File: config.mk
export PLATFORM = sky130hd
export DESIGN_NAME = mac_pipe_acc
export DESIGN_NICKNAME = d
export VERILOG_FILES = /design/src/rtl/mac_pkg.sv /design/src/rtl/mac_pipe_stage.sv /design/src/rtl/mac_pipe_acc.sv
export SDC_FILE = /design/constraint.sdc
export NUM_CORES = 1
export LEC_CHECK = 0
export BUFFER_PORTS_ARGS = -buffer_cell sky130_fd_sc_hd__buf_2
export CAP_MARGIN = 10
export CELL_PAD_IN_SITES_DETAIL_PLACEMENT = 1
export CELL_PAD_IN_SITES_GLOBAL_PLACEMENT = 1
export CORE_AREA = 2 2 122 124
export CTS_BUF_LIST = sky130_fd_sc_hd__clkbuf_16
export CTS_CLUSTER_DIAMETER = 100
export DETAILED_ROUTE_END_ITERATION = 6
export DIE_AREA = 0 0 124 126
export GPL_TIMING_DRIVEN = 1
export PLACE_DENSITY = 0.76
export SKIP_CTS_REPAIR_TIMING = 1
export SLEW_MARGIN = 15
export SYNTH_ARGS = -nofsm -noshare
export SYNTH_HDL_FRONTEND = slang
export SYNTH_SLANG_ARGS = --single-unit
File: constraint.sdc
create_clock -name CP -period 2.4 [get_ports CP]
set_clock_uncertainty 0.1 [all_clocks]
set_input_delay 0.36 -clock CP [delete_from_list [all_inputs] [get_ports CP]]
set_output_delay 0.36 -clock CP [all_outputs]
set_load 0.1 [all_outputs]
File: src/rtl/mac_pkg.sv
// mac_pkg: shared types and elaboration helpers for the pipelined MAC.
package mac_pkg;

  // Accumulator status: IDLE (no partial sum), ACCUM (partial sum open),
  // HOLD (finished result waiting on the consumer, everything frozen).
  typedef enum logic [1:0] {
    IDLE  = 2'd0,
    ACCUM = 2'd1,
    HOLD  = 2'd2
  } acc_state_e;

  // Ceiling log2 with a floor of 1 so a LEN=1 counter still has a bit.
  function automatic int clog2(input int v);
    int r;
    r = 0;
    while ((1 << r) < v) r++;
    return (r < 1) ? 1 : r;
  endfunction

  // Legal parameter space for mac_pipe_acc.
  function automatic bit params_ok(input int width, input int acc_width,
                                   input int stages, input int len);
    return (width >= 2) && (width <= 32) &&
           (stages >= 1) && (stages <= 4) &&
           (len >= 1) && (len <= 256) &&
           (acc_width >= 2 * width);
  endfunction

endpackage

File: src/rtl/mac_pipe_stage.sv
// mac_pipe_stage: one product register with valid bit, stall enable and flush.
module mac_pipe_stage #(
  parameter int W = 16
) (
  input  logic         CP,
  input  logic         CDN,
  input  logic         en_i,
  input  logic         flush_i,
  input  logic         vld_i,
  input  logic [W-1:0] data_i,
  output logic         vld_o,
  output logic [W-1:0] data_o
);

  logic         vld_q;
  logic [W-1:0] data_q;

  // Flush kills the valid bit even while stalled; data only moves when enabled.
  always_ff @(posedge CP or negedge CDN) begin
    if (!CDN) begin
      vld_q  <= 1'b0;
      data_q <= '0;
    end else if (flush_i) begin
      vld_q  <= 1'b0;
    end else if (en_i) begin
      vld_q  <= vld_i;
      data_q <= data_i;
    end
  end

  assign vld_o  = vld_q;
  assign data_o = data_q;

endmodule

File: src/rtl/mac_pipe_acc.sv
// mac_pipe_acc: pipelined unsigned multiply-accumulate, LEN products per result.
// Optional build macro MAC_SAT_EN: saturate the sum on carry instead of wrapping.
module mac_pipe_acc
  import mac_pkg::*;
#(
  parameter int WIDTH     = 8,
  parameter int ACC_WIDTH = 20,
  parameter int STAGES    = 2,
  parameter int LEN       = 4
) (
  input  logic                 CP,
  input  logic                 CDN,
  input  logic                 in_valid,
  output logic                 in_ready,
  input  logic [WIDTH-1:0]     a,
  input  logic [WIDTH-1:0]     b,
  input  logic                 clear,
  output logic                 out_valid,
  input  logic                 out_ready,
  output logic [ACC_WIDTH-1:0] acc,
  output logic                 ovf
);

  localparam int PW = 2 * WIDTH;
  localparam int CW = clog2(LEN);

  if (!params_ok(WIDTH, ACC_WIDTH, STAGES, LEN)) begin : g_param_err
    $error("mac_pipe_acc: illegal WIDTH/ACC_WIDTH/STAGES/LEN combination");
  end

  acc_state_e               state;
  logic                     hold;
  logic [STAGES:0]          vld_pipe;
  logic [STAGES:0][PW-1:0]  prod_pipe;

  logic [ACC_WIDTH-1:0]     acc_q, acc_d, res_q, res_d, sum;
  logic [CW-1:0]            cnt_q, cnt_d;
  logic                     ovf_r_q, ovf_r_d, rovf_q, rovf_d, ov_q, ov_d;
  logic [ACC_WIDTH:0]       sum_full;
  logic                     carry, take, last;

  // Status decode; HOLD depends on the live out_ready so stall is 0-cycle.
  always_comb begin
    state = IDLE;
    if (ov_q && !out_ready) state = HOLD;
    else if (cnt_q != '0)   state = ACCUM;
  end

  assign hold     = (state == HOLD);
  assign in_ready = !hold;

  // Multiply sits ahead of stage 1; stage 0 of the arrays is the raw input.
  assign vld_pipe[0]  = in_valid && in_ready;
  assign prod_pipe[0] = PW'(a) * PW'(b);

  for (genvar s = 0; s < STAGES; s++) begin : g_stage
    mac_pipe_stage #(.W(PW)) u_stage (
      .CP      (CP),
      .CDN     (CDN),
      .en_i    (!hold),
      .flush_i (clear),
      .vld_i   (vld_pipe[s]),
      .data_i  (prod_pipe[s]),
      .vld_o   (vld_pipe[s+1]),
      .data_o  (prod_pipe[s+1])
    );
  end

  assign sum_full = {1'b0, acc_q} + (ACC_WIDTH + 1)'(prod_pipe[STAGES]);
  assign carry    = sum_full[ACC_WIDTH];
  assign take     = vld_pipe[STAGES] && !hold && !clear;
  assign last     = (cnt_q == CW'(LEN - 1));

`ifdef MAC_SAT_EN
  // Once saturated, acc_q is all ones: any nonzero term carries again,
  // a zero term adds nothing, so the result stays pinned without a flag.
  assign sum = carry ? '1 : sum_full[ACC_WIDTH-1:0];
`else
  assign sum = sum_full[ACC_WIDTH-1:0];
`endif

  // Accumulator / output next state. clear beats a product arriving in the
  // same cycle and also beats hold, but never touches the output register.
  always_comb begin
    acc_d   = acc_q;
    cnt_d   = cnt_q;
    ovf_r_d = ovf_r_q;
    res_d   = res_q;
    rovf_d  = rovf_q;
    ov_d    = ov_q;
    if (ov_q && out_ready) ov_d = 1'b0;
    if (clear) begin
      acc_d   = '0;
      cnt_d   = '0;
      ovf_r_d = 1'b0;
    end else if (take) begin
      if (last) begin
        res_d   = sum;
        rovf_d  = ovf_r_q | carry;
        ov_d    = 1'b1;
        acc_d   = '0;
        cnt_d   = '0;
        ovf_r_d = 1'b0;
      end else begin
        acc_d   = sum;
        cnt_d   = cnt_q + CW'(1);
        ovf_r_d = ovf_r_q | carry;
      end
    end
  end

  // Accumulator and output registers.
  always_ff @(posedge CP or negedge CDN) begin
    if (!CDN) begin
      acc_q   <= '0;
      cnt_q   <= '0;
      ovf_r_q <= 1'b0;
      res_q   <= '0;
      rovf_q  <= 1'b0;
      ov_q    <= 1'b0;
    end else begin
      acc_q   <= acc_d;
      cnt_q   <= cnt_d;
      ovf_r_q <= ovf_r_d;
      res_q   <= res_d;
      rovf_q  <= rovf_d;
      ov_q    <= ov_d;
    end
  end

  assign out_valid = ov_q;
  assign acc       = res_q;
  assign ovf       = rovf_q;

endmodule
**Yosys cells after proc, flatten, opt, wreduce, memory -nomap -nowiden**

Cells that the tools add are included.

- Output and inout port bits: 23
- Bits of input ports: 21
- Register bits after elaboration: 79

- $add $sub $neg: 2
- Equal/unequal tests: 3
- Mux-type cells: 19
- Bitwise operators: 3
- Multipliers: 1
- Reduce and logical (&&, ||, !) cells: 12

Operators with widths:

| operator | count |
|---|---|
| two-way mux 20 bit | 3 |
| adder 20 x 16 -> 21 bit | 1 |
| multiplier 8 x 8 -> 16 bit | 1 |
| two-way mux 1 bit | 12 |
| two-way mux 2 bit | 4 |
| logical AND 1 bit | 5 |
| equality test 2 bit, second input constant | 2 |
| nonzero test 2 bit | 2 |
| zero test 1 bit | 3 |
| AND reduction 3 bit | 1 |
| adder 2 x 1 -> 2 bit, second input constant | 1 |
| != test 2 bit, second input constant | 1 |
| NOT 1 bit | 2 |
| AND reduction 2 bit | 1 |
| bitwise OR 1 bit | 1 |

**Longest topological paths before layout**

- Depth in word-level cells: 9
- Gate-level depth with buffers: 16
- Depth with buffers taken out: 16

**Hierarchy**

From an unflattened synthesis, not the netlist that was laid out.

- Cell total of the unflattened synthesis: 548
- Area total of the unflattened synthesis: 6028.3 um^2

Modules (own cells, without submodules):

| module | area each (um^2) | instances | cells each |
|---|---|---|---|
| mac_pipe_acc | 4624.4 | 1 | 472 |
| mac_pipe_stage | 701.9 | 2 | 38 |

**Least setup slack after synthesis**

OpenSTA, ideal clock, no wires.

- Kind: input -> register
- Start point: input port a[1]
- End point: register g_stage[0].u_stage.data_q[13]
- Path buffers: 0
- Path slack: -1.691 ns
- Arrival time: 3.845 ns
- Setup time: 0.146 ns
- Cell stages on the path: 14
- Path through: and2_1 -> fa_1 -> fa_1 -> fa_1 -> inv_1 -> fa_1 -> inv_1 -> ha_1 -> o21a_1 -> o21ai_0 -> a21oi_1 -> o21bai_1 -> mux2i_1 -> o311ai_0

- Word-level cells in the longest chain between the ends: 1

Ends and longest elaborated chain:

| element | line | source |
|---|---|---|
| start, declared | mac_pipe_acc.sv:15 | `input logic [WIDTH-1:0] a,` |
| multiplier 8 x 8 -> 16 bit | mac_pipe_acc.sv:54 | `assign prod_pipe[0] = PW'(a) * PW'(b);` |
| end signal, assigned | mac_pipe_stage.sv:27 | `data_q <= data_i;` |
| end, declared | mac_pipe_stage.sv:16 | `logic [W-1:0] data_q;` |

No other way between the ends.
A chain may end at the register's enable or synchronous reset.

**Final worst setup path**

- Start point: input port a[5]
- End point: register g_stage[0].u_stage.data_q[14]

The elaborated chain is that of the path after synthesis.

==> results.yml <==
drt:
  vias: 4959
  drt-total-wl_mm: 16.4
  drcViolationCount: 0
  drtIter0Drc: 297
  ant_nets: 0
  avgViaCountPerCell: 5.35
  avgRoutedWirePerCell_um: 17.7
  dr.pass1.iters: 4
critical_path:
  critPathKind: "input port to register"
  end_kind: "register"
  crit_fanout: 7
  worst_setup_path_start_kind: "input port"
  worstPathRequired_ns: 2.51
  arrival_ns: 3.96
sta:
  maxSlewHeadroom: 0.469
  fin_ws_ns: -1.45
  setup_viol: 21
  fin_crit_ns: 3.85
  drv_slew: 0
  fmax_ghz: 0.260
  finalCritPeriodShare: 1.60
  worst_slew_pin_slew_ns: 0.796
  grt_setup_unrepaired: "yes"
  finalHoldWorstSlack_ns: -0.00912
  final-hold-violation-count: 10
synth:
  syn_area_mm2: 0.00600
  yosysMostFrequentCell: "nand2_1"
  synth.distinct_cells: 55
  yosysSeqAreaShare: 0.329
  synthTopCellsByCount: "nand2_1, dfrtp_1, and2_1, inv_1, ha_1"
  avgSynthCellArea_um2: 9.47
  synth_edf_count: 0
  synthCells: 634
  syn_nets: 745
  async_reset_ff_frac: 1.00
  ys_warn_count: 0
  synthFlopType: "dfrtp_1"
  synth_top_area_cell: "dfrtp_1"
  ys_top_cells_by_area: "dfrtp_1, fa_1, ha_1"
  yosysTopAreaCellShare: 0.329
  synth_seq_cells: 79
clocking:
  cts_inserted_buffers: 9
  cts_tree: "built"
  worstSkewPairLatency_ns: 0.34
  cts_root_buf: "clkbuf_16"
  cts_num_sinks: 79
  clock_path_buffers: 2
  path_clk_slew_ns: 0.07
  htreeDepth: 3
final_layout:
  insertedDiodeCount: 0
  fillers: 1619
  final_cell_count_no_fill: 927
  nets: 849
  area_delta_synth_final_pct: 29.0
  drive_gt1_frac: 0.320
  postLayoutCellArea_mm2: 0.00774
global_routing:
  grt_antenna_before_repair: 0
  overflow: 0
  grt_pass1_vias: 5306
  grt_pass1_wl_mm: 25.5
  grt_max_degree: 64
  grt_use_total: 0.205
placed_design:
  place_area_mm2: 0.00695
  gp_congestion: 0.828
  place_inst: 899
  dp_worst_setup_slack_ns: -1.89
  port_buffers: 43
  dp_hpwl_mm: 11.8
power_and_ir_drop:
  ir_drop_uv: 417
  power_leakage_nw: 3.86
  power_density_mw_per_mm2: 810
outcome:
  status: "finished, violations left"
  violations: "negative hold slack, negative setup slack"
floorplanning:
  rows: 44
  ioPinCount: 44
  chipWidth_um: 124
  fp.coreArea_mm2: 0.0143
  die_area_mm2: 0.0156
  start_util: 0.419
  die_h_um: 126
hold_path:
  hold_class: "input port to asynchronous set/reset pin"
run:
  drv_cap: 0
==> area by class of cell <==
cell class	count	area [um^2]	share of cell area
Clock inverter	7	95.1	0.0123
Inverter	57	215	0.0278
Tap cell	184	230	0.0297
Multi-Input combinational cell	480	4180	0.540
Clock buffer	9	225	0.0291
Timing Repair Buffer	111	820	0.106
Sequential cell	79	1980	0.255
==> cell usage in the layout (no fill, tap or decap), types with 10 or more instances in the layout <==
cell	instances
nand2_1	102
fa_1	32
mux2_2	14
nor2_1	18
buf_4	68
a21oi_1	18
a22o_1	15
and2_4	10
and2_1	46
inv_1	47
dfrtp_1	78
buf_2	32
o21ai_0	12
ha_1	38
xnor2_1	11
o21ai_1	18
==> power by group <==
group	internal, mW	total [mW]	switching [mW]	leakage [nW]
clock network	0.915	1.50	0.581	0.158
logic	1.44	3.08	1.65	2.65
registers	1.54	1.69	0.145	1.05
==> metrics by stage <==
step | power, mW | utilization | TNS, ns
floorplan | 3.48 | - | -12.17
global placement | 4.21 | 0.486 | -17.41
detailed placement | 4.37 | 0.486 | -19.83
CTS | 5.92 | 0.508 | -15.85
global route | 6.70 | 0.541 | -16.48
finish | 6.27 | 0.541 | -14.45
==> metal layers <==
layer / routed length (um) / global-route usage / up-vias
met3: 394 / 0.0272 / 29
li1: - / - / 2334
met1: 6590 / 0.240 / 2516
met2: 9140 / 0.391 / 80
met4: 291 / 0.0496 / 0
met5: 0 / 0 / -
==> cell families after synthesis <==
family | share of synthesized area
mux | 0.0346
fa+ha+maj | 0.234
simple gates | 0.183
flops | 0.329
buf+inv | 0.0496
xor+xnor | 0.0365
compound gates | 0.133
==> sequential cells by signal, indices dropped and copies added, names as in the netlist <==
register / count
g_stage.u_stage.data_o: 32
cnt_q: 2
out_valid: 1
ovf_r_q: 1
ovf: 1
acc_q: 20
g_stage.u_stage.vld_o: 2
acc: 20
==> worst max-delay path: stages <==
cell and delay (ns):
buf_12 0.09, nand2_4 0.05, fa_1 0.53, fa_1 0.56, inv_2 0.05, fa_1 0.50, inv_2 0.06, fa_1 0.56
inv_2 0.05, ha_4 0.27, buf_4 0.11, nor3_4 0.03, nor2_2 0.14, nand3_2 0.10, a32oi_1 0.22, xnor2_1 0.15
o21ai_1 0.09
==> worst paths after layout <==
kind,startpoint,to,slack [ns],cells past startpoint
max in group asynchronous,CDN,acc_q[3]$_DFFE_PN0P_,1.54,2
hold / removal,CDN,acc[19]$_DFFE_PN0P_,-0.009,1
hold reg to reg,g_stage[0].u_stage.data_o[7]$_DFFE_PN0P_,g_stage[1].u_stage.data_o[7]$_DFFE_PN0P_,0.36,2
min in group CP,clear,cnt_q[1]$_DFFE_PN0P_,0.15,2
setup / recovery,a[5],g_stage[0].u_stage.data_o[14]$_DFFE_PN0P_,-1.45,17
setup reg to reg,acc_q[0]$_DFFE_PN0P_,acc[14]$_DFFE_PN0P_,-0.13,8
No activity file was read; power rests on OpenSTA's default activity.
